<file path="src/rtl/audio_pkg.sv">
// Shared constants and receive-FSM encoding for the codec audio path.
package audio_pkg;

  localparam int AUDIO_SAMPLE_WIDTH = 16;
  localparam int AUDIO_FRAME_BCLKS  = 33;

  // Interface-format register value the configuration block writes to the codec.
  localparam logic [15:0] AUDIO_IFACE_FORMAT = 16'h0E23;

  typedef enum logic [1:0] {
    HUNT  = 2'd0,
    SHIFT = 2'd1,
    LOAD  = 2'd2
  } rx_state_e;

endpackage

</file>
<file path="src/rtl/audio_sample_rx_if.sv">
// Left/right sample-pair stream with valid/ready handshake.
interface audio_sample_rx_if
  import audio_pkg::*;
#(
  parameter int SAMPLE_WIDTH = AUDIO_SAMPLE_WIDTH
);

  logic signed [SAMPLE_WIDTH-1:0] left_sample;
  logic signed [SAMPLE_WIDTH-1:0] right_sample;
  logic                           sample_valid;
  logic                           sample_ready;

  modport master (
    output left_sample,
    output right_sample,
    output sample_valid,
    input  sample_ready
  );

  modport slave (
    input  left_sample,
    input  right_sample,
    input  sample_valid,
    output sample_ready
  );

endinterface

</file>
<file path="src/rtl/audio_edge_sync.sv">
// Multi-stage synchronizer for one asynchronous pin, with a rising-edge strobe.
module audio_edge_sync #(
  parameter int SYNC_STAGES = 2
) (
  input  logic clk,
  input  logic reset,
  input  logic async_bit,
  output logic synced,
  output logic rise
);

  logic [SYNC_STAGES-1:0] sync_q;
  logic                   last_q;

  always_ff @(posedge clk) begin
    if (!reset) begin
      sync_q <= '0;
      last_q <= 1'b0;
    end else begin
      sync_q <= {sync_q[SYNC_STAGES-2:0], async_bit};
      last_q <= sync_q[SYNC_STAGES-1];
    end
  end

  assign synced = sync_q[SYNC_STAGES-1];
  assign rise   = synced & ~last_q;

endmodule

</file>
<file path="src/rtl/audio_sample_rx.sv">
// DSP-mode-A codec ADC receiver: oversampled pins -> left/right pair on a valid/ready stream.
// Build option AUDIO_RX_LRSWAP_EN: first half of the frame goes to right_sample instead of left_sample.
module audio_sample_rx
  import audio_pkg::*;
#(
  parameter int SAMPLE_WIDTH = AUDIO_SAMPLE_WIDTH,
  parameter int SYNC_STAGES  = 2
) (
  input  logic                    clk,
  input  logic                    reset,
  input  logic                    BCLK,
  input  logic                    ADC_LR_CLK,
  input  logic                    ADC_DATA,
  audio_sample_rx_if.master       stream,
  output logic                    overrun,
  output logic                    frame_error,
  input  logic                    clear_flags
);

  localparam int FRAME_BITS = 2 * SAMPLE_WIDTH;
  localparam int CNT_W      = $clog2(FRAME_BITS + 1);

  logic                   bclk_s, bclk_rise, lr_s, data_s;
  logic [1:0]             unused_rise;
  rx_state_e              state, next_state;
  logic [CNT_W-1:0]       bit_cnt;
  logic [FRAME_BITS-1:0]  shreg;
  logic                   do_shift, do_restart, do_load, err_evt, ovr_evt;
  logic [SAMPLE_WIDTH-1:0] first_half, second_half;

  audio_edge_sync #(.SYNC_STAGES(SYNC_STAGES)) u_sync_bclk (
    .clk(clk), .reset(reset), .async_bit(BCLK), .synced(bclk_s), .rise(bclk_rise)
  );
  audio_edge_sync #(.SYNC_STAGES(SYNC_STAGES)) u_sync_lr (
    .clk(clk), .reset(reset), .async_bit(ADC_LR_CLK), .synced(lr_s), .rise(unused_rise[0])
  );
  audio_edge_sync #(.SYNC_STAGES(SYNC_STAGES)) u_sync_data (
    .clk(clk), .reset(reset), .async_bit(ADC_DATA), .synced(data_s), .rise(unused_rise[1])
  );

  // A sync pulse inside SHIFT is always premature: reaching the full count leaves SHIFT.
  always_comb begin
    next_state = state;
    do_shift   = 1'b0;
    do_restart = 1'b0;
    do_load    = 1'b0;
    err_evt    = 1'b0;
    ovr_evt    = 1'b0;
    case (state)
      HUNT: begin
        if (bclk_rise && lr_s) begin
          next_state = SHIFT;
          do_restart = 1'b1;
        end
      end
      SHIFT: begin
        if (bclk_rise) begin
          if (lr_s) begin
            err_evt    = 1'b1;
            do_restart = 1'b1;
          end else begin
            do_shift = 1'b1;
            if (bit_cnt == CNT_W'(FRAME_BITS - 1)) next_state = LOAD;
          end
        end
      end
      LOAD: begin
        next_state = HUNT;
        if (!stream.sample_valid || stream.sample_ready) do_load = 1'b1;
        else                                             ovr_evt = 1'b1;
      end
      default: next_state = HUNT;
    endcase
  end

  always_ff @(posedge clk) begin
    if (!reset) begin
      state   <= HUNT;
      bit_cnt <= '0;
      shreg   <= '0;
    end else begin
      state <= next_state;
      if (do_restart) begin
        bit_cnt <= '0;
        shreg   <= '0;
      end else if (do_shift) begin
        bit_cnt <= bit_cnt + 1'b1;
        shreg   <= {shreg[FRAME_BITS-2:0], data_s};
      end
    end
  end

  assign first_half  = shreg[FRAME_BITS-1:SAMPLE_WIDTH];
  assign second_half = shreg[SAMPLE_WIDTH-1:0];

  // A load in the same cycle as an accept keeps valid high with the new pair.
  always_ff @(posedge clk) begin
    if (!reset) begin
      stream.sample_valid <= 1'b0;
      stream.left_sample  <= '0;
      stream.right_sample <= '0;
      overrun             <= 1'b0;
      frame_error         <= 1'b0;
    end else begin
      if (do_load) begin
        stream.sample_valid <= 1'b1;
`ifdef AUDIO_RX_LRSWAP_EN
        stream.left_sample  <= second_half;
        stream.right_sample <= first_half;
`else
        stream.left_sample  <= first_half;
        stream.right_sample <= second_half;
`endif
      end else if (stream.sample_valid && stream.sample_ready) begin
        stream.sample_valid <= 1'b0;
      end
      if (ovr_evt)          overrun <= 1'b1;
      else if (clear_flags) overrun <= 1'b0;
      if (err_evt)          frame_error <= 1'b1;
      else if (clear_flags) frame_error <= 1'b0;
    end
  end

endmodule

</file>
<file path="src/flat_wrapper.sv">
// flat-port wrapper written by rule: the top's interface ports become plain ports
module audio_sample_rx_flat import audio_pkg::*;
#(
  parameter int SAMPLE_WIDTH = AUDIO_SAMPLE_WIDTH,
  parameter int SYNC_STAGES  = 2
)
  (clk, reset, BCLK, ADC_LR_CLK, ADC_DATA, overrun, frame_error, clear_flags, stream_left_sample, stream_right_sample, stream_sample_valid, stream_sample_ready);
  audio_sample_rx_if #(.SAMPLE_WIDTH(SAMPLE_WIDTH)) stream_i ();
  input  logic clk;
  input  logic reset;
  input  logic BCLK;
  input  logic ADC_LR_CLK;
  input  logic ADC_DATA;
  output logic overrun;
  output logic frame_error;
  input  logic clear_flags;
  output wire logic [$bits(stream_i.left_sample)-1:0] stream_left_sample;
  output wire logic [$bits(stream_i.right_sample)-1:0] stream_right_sample;
  output wire logic [$bits(stream_i.sample_valid)-1:0] stream_sample_valid;
  input wire logic [$bits(stream_i.sample_ready)-1:0] stream_sample_ready;
  assign stream_left_sample = stream_i.left_sample;
  assign stream_right_sample = stream_i.right_sample;
  assign stream_sample_valid = stream_i.sample_valid;
  assign stream_i.sample_ready = stream_sample_ready;
  audio_sample_rx #(.SAMPLE_WIDTH(SAMPLE_WIDTH), .SYNC_STAGES(SYNC_STAGES)) u_core (.clk(clk), .reset(reset), .BCLK(BCLK), .ADC_LR_CLK(ADC_LR_CLK), .ADC_DATA(ADC_DATA), .stream(stream_i), .overrun(overrun), .frame_error(frame_error), .clear_flags(clear_flags));
endmodule
</file>
<file path="config.mk">
export PLATFORM = sky130hd
export DESIGN_NAME = audio_sample_rx_flat
export DESIGN_NICKNAME = d
export VERILOG_FILES = /design/src/rtl/audio_pkg.sv /design/src/rtl/audio_sample_rx_if.sv /design/src/rtl/audio_edge_sync.sv /design/src/rtl/audio_sample_rx.sv /design/src/flat_wrapper.sv
export SDC_FILE = /design/constraint.sdc
export NUM_CORES = 1
export LEC_CHECK = 0
export BUFFER_PORTS_ARGS = -buffer_cell sky130_fd_sc_hd__buf_4
export CAP_MARGIN = 20
export CORE_MARGIN = 2
export CORE_UTILIZATION = 40
export CTS_BUF_LIST = sky130_fd_sc_hd__clkbuf_16
export CTS_CLUSTER_SIZE = 12
export DETAILED_ROUTE_END_ITERATION = 16
export SYNTH_ARGS = -nofsm -noshare
export SYNTH_HDL_FRONTEND = slang
export SYNTH_HIERARCHICAL = 1
export SYNTH_SLANG_ARGS = --single-unit
export TNS_END_PERCENT = 1
</file>
<file path="constraint.sdc">
create_clock -name clk -period 1.9 [get_ports clk]
set_input_delay 0.38 -clock clk [delete_from_list [all_inputs] [get_ports clk]]
set_output_delay 0.38 -clock clk [all_outputs]
set_load 0.01 [all_outputs]
</file>
==> metrics.md <==
| Metric | Value |
|---|---|
| Critical path class | reg2reg |
| Synth Instances | 356 |
| Clock Tree Buf Depth | 2 |
| Final Instance Area | 0.00374 mm2 |
| Die X | 90.2 um |
| Die height | 90.2 um |
| Clock sinks | 82 |
| Number of routed nets with antenna violations | 0 |
| R2r worst-path depth | 5 |
| Max cap viols | 0 |
| Multi-input combinational cell area | 0.00123 mm2 |
| Core area | 0.00721 mm2 |
| Worst path required time | 2.11 ns |
| Pint | 3.02 mW |
| TritonRoute pass-1 iters | 4 |
| TritonCTS clock tree | built |
| Hold Path Class | in2reg |
| Hold wc startpoint | BCLK |
| Global-route wire length before repair | 10,800 um |
| Fin crit share | 79.5% |
| Worst setup SP type | register |
| Starting Density | 41.2% |
| Layout fillers | 714 |
| Clock Power Share | 51.9% |
| Layout Skew | 0.00902 ns |
| Combinational fraction of design power | 1.5% |
| Post-Place Cells | 479 |
| Yosys warns | 6 |
| Critical-path top delay cell | buf_4 |
| Worst path max stage delay | 0.37 ns |
| Port buffer count | 41 |
| Slew Limit Fails | 0 |
| Sw frac | 18.7% |
| GPL Wtd Cong | 0.759 |
| Die area | 0.00814 mm2 |
| Mapped Nets | 364 |
| Initial antenna violation count | 0 |
| Register clock-pin slew on the reported worst setup and hold paths | 0.06 ns |
| Crit-path cells | nor2b_4 > nor4bb_4 > buf_4 > xnor2_1 > nor2_1 |
| Crit. End Element | register |
| Cell row count | 31 |
| Vias in the first global route | 2,232 |
| Switch Pwr | 694 uW |
| Worst slew pin tran | 0.600 ns |
| Final Setup Violations | 0 |
| Hpwl dp | 3930 um |
| Grt ovf | 0 |
| Fin util | 51.9% |
| Per-cell routed wire length | 12.9 um |
| Syn Area/Cell | 8.35 um2 |
| Number of vias per cell | 5.04 |
| FF/Latch Area | 0.00164 mm2 |
| Num ports | 42 |
| Final WL | 6390 um |
| CTS Buf Count | 9 |
| DR vias | 2,493 |
| All-Layer GR Usage | 16.6% |
| CTS H-tree depth | 3 |
| Largest net degree at the start of global routing | 37 |
| Clock root cell | clkbuf_16 |
| Hold endpoint | u_core/u_sync_bclk/sync_q[0] |
| Crit path from | u_core/u_sync_bclk/sync_q[1] |
| CP arrival | 1.72 ns |
| Crit Reg-Reg Endpoint | u_core/bit_cnt[0] |
| Final Hold Violating Endpoints | 0 |
| Lkg Pwr | 1.31 nW |
| Nets | 399 |
| Worst r2r src | u_core/u_sync_bclk/sync_q[1] |
| Setup bufs post-CTS | 0 |
| PD cells | 992 mW/mm2 |
| Post-Syn Area | 0.00297 mm2 |
| Hold buffers post-CTS | 0 |
| ANT cells | 0 |
| Remaining DRCs | 0 |
| R2R setup slack | 0.39 ns |
| DR iter-0 viols | 77 |
| Fin crit period | 1.51 ns |
| Layout cells sized above 1 | 17.4% |
| WHS Path Cells | 2 |
| Area growth syn-to-layout | 25.8% |
| Worst-Skew Late Latency | 0.34 ns |
| Critical Path Fanout Max | 34 |
| Status | finished, final reports clean |
| Sequential share of power | 46.6% |
| RSZ-0062 raised after global routing | false |
| Final total power | 3.71 mW |
| Slew headroom | 59.8% |
| DP Area | 0.00341 mm2 |
| Final non-filler cell total | 495 |
| Max Fclk | 0.662 GHz |
| Max VDD drop | 0.000489 V |
| Setup TNS | 0 ns |
| Post-CTS sizing | 0 |
==> final cells by class <==
cell class              count  area share [%]
clock buffers               9            6.02
clock inverters             7            2.94
inverters                   2           0.201
multi-input cells         244            32.9
flip-flops and latches     82            43.9
well taps                  99            3.31
repair buffers             52            10.8
==> worst max path at each step <==
stage	slack, ns	cells past startpoint	end
CTS	0.38	5	u_core/bit_cnt[0]
finish	0.39	5	u_core/bit_cnt[0]
floorplan	0.51	5	u_core/bit_cnt[5]
global placement	0.27	4	u_core/state[1]
global route	0.25	5	u_core/shreg[13]
detailed placement	0.25	4	u_core/state[0]
==> placed cells by master, fill, tap and decap left out, types with 3 or more instances in the layout <==
cell       instances
inv_1              3
a21oi_1           70
and2_1             8
clkbuf_16          9
nand3_1           34
dfxtp_1           82
o21ai_0           34
bufinv_16          3
nand2b_1           3
buf_4             51
nand2_1           71
==> power by group through the flow <==
stage / Combinational [mW] / Clock (mW) / Sequential (mW)
2_1_floorplan: 0.0298 / 0 / 1.77
3_3_place_gp: 0.0564 / 0 / 1.77
3_5_place_dp: 0.0567 / 0 / 1.77
4_1_cts: 0.0568 / 1.97 / 1.73
5_1_grt: 0.0628 / 2.05 / 1.73
6_report: 0.0560 / 1.93 / 1.73
==> metrics by stage <==
stage | hold slack, ns | setup WS, ns
3_3_place_gp | 0.413 | 0.270
5_1_grt | 0.268 | 0.255
3_5_place_dp | 0.416 | 0.249
2_1_floorplan | 0.406 | 0.508
6_report | 0.254 | 0.389
4_1_cts | 0.245 | 0.381
==> worst max-delay path: cells and delay by family (launching register included) <==
family	cells	cell delay [ns]
buf+inv	1	0.37
flops	1	0.32
xor+xnor	1	0.16
simple gates	3	0.53
==> routing by layer <==
layer	share of wire, %	GRT usage, %	up-vias
met5	0	0	-
met4	2.1	8.72	0
met3	4.6	4.36	9
met2	42	25.0	50
met1	51	21.9	1149
li1	-	-	1285
==> sequential cells by signal, summed over array words and instances (netlist names) <==
| register | count |
|---|---|
| u_core/u_sync_data/sync_q | 2 |
| u_core/stream.sample_valid | 1 |
| u_core/overrun | 1 |
| u_core/state | 2 |
| u_core/shreg | 32 |
| u_core/u_sync_bclk/last_q | 1 |
| u_core/u_sync_bclk/sync_q | 2 |
| u_core/frame_error | 1 |
| u_core/stream.right_sample | 16 |
| u_core/bit_cnt | 6 |
| u_core/u_sync_lr/sync_q | 2 |
| u_core/stream.left_sample | 16 |
(Power assumes the default switching activity.)
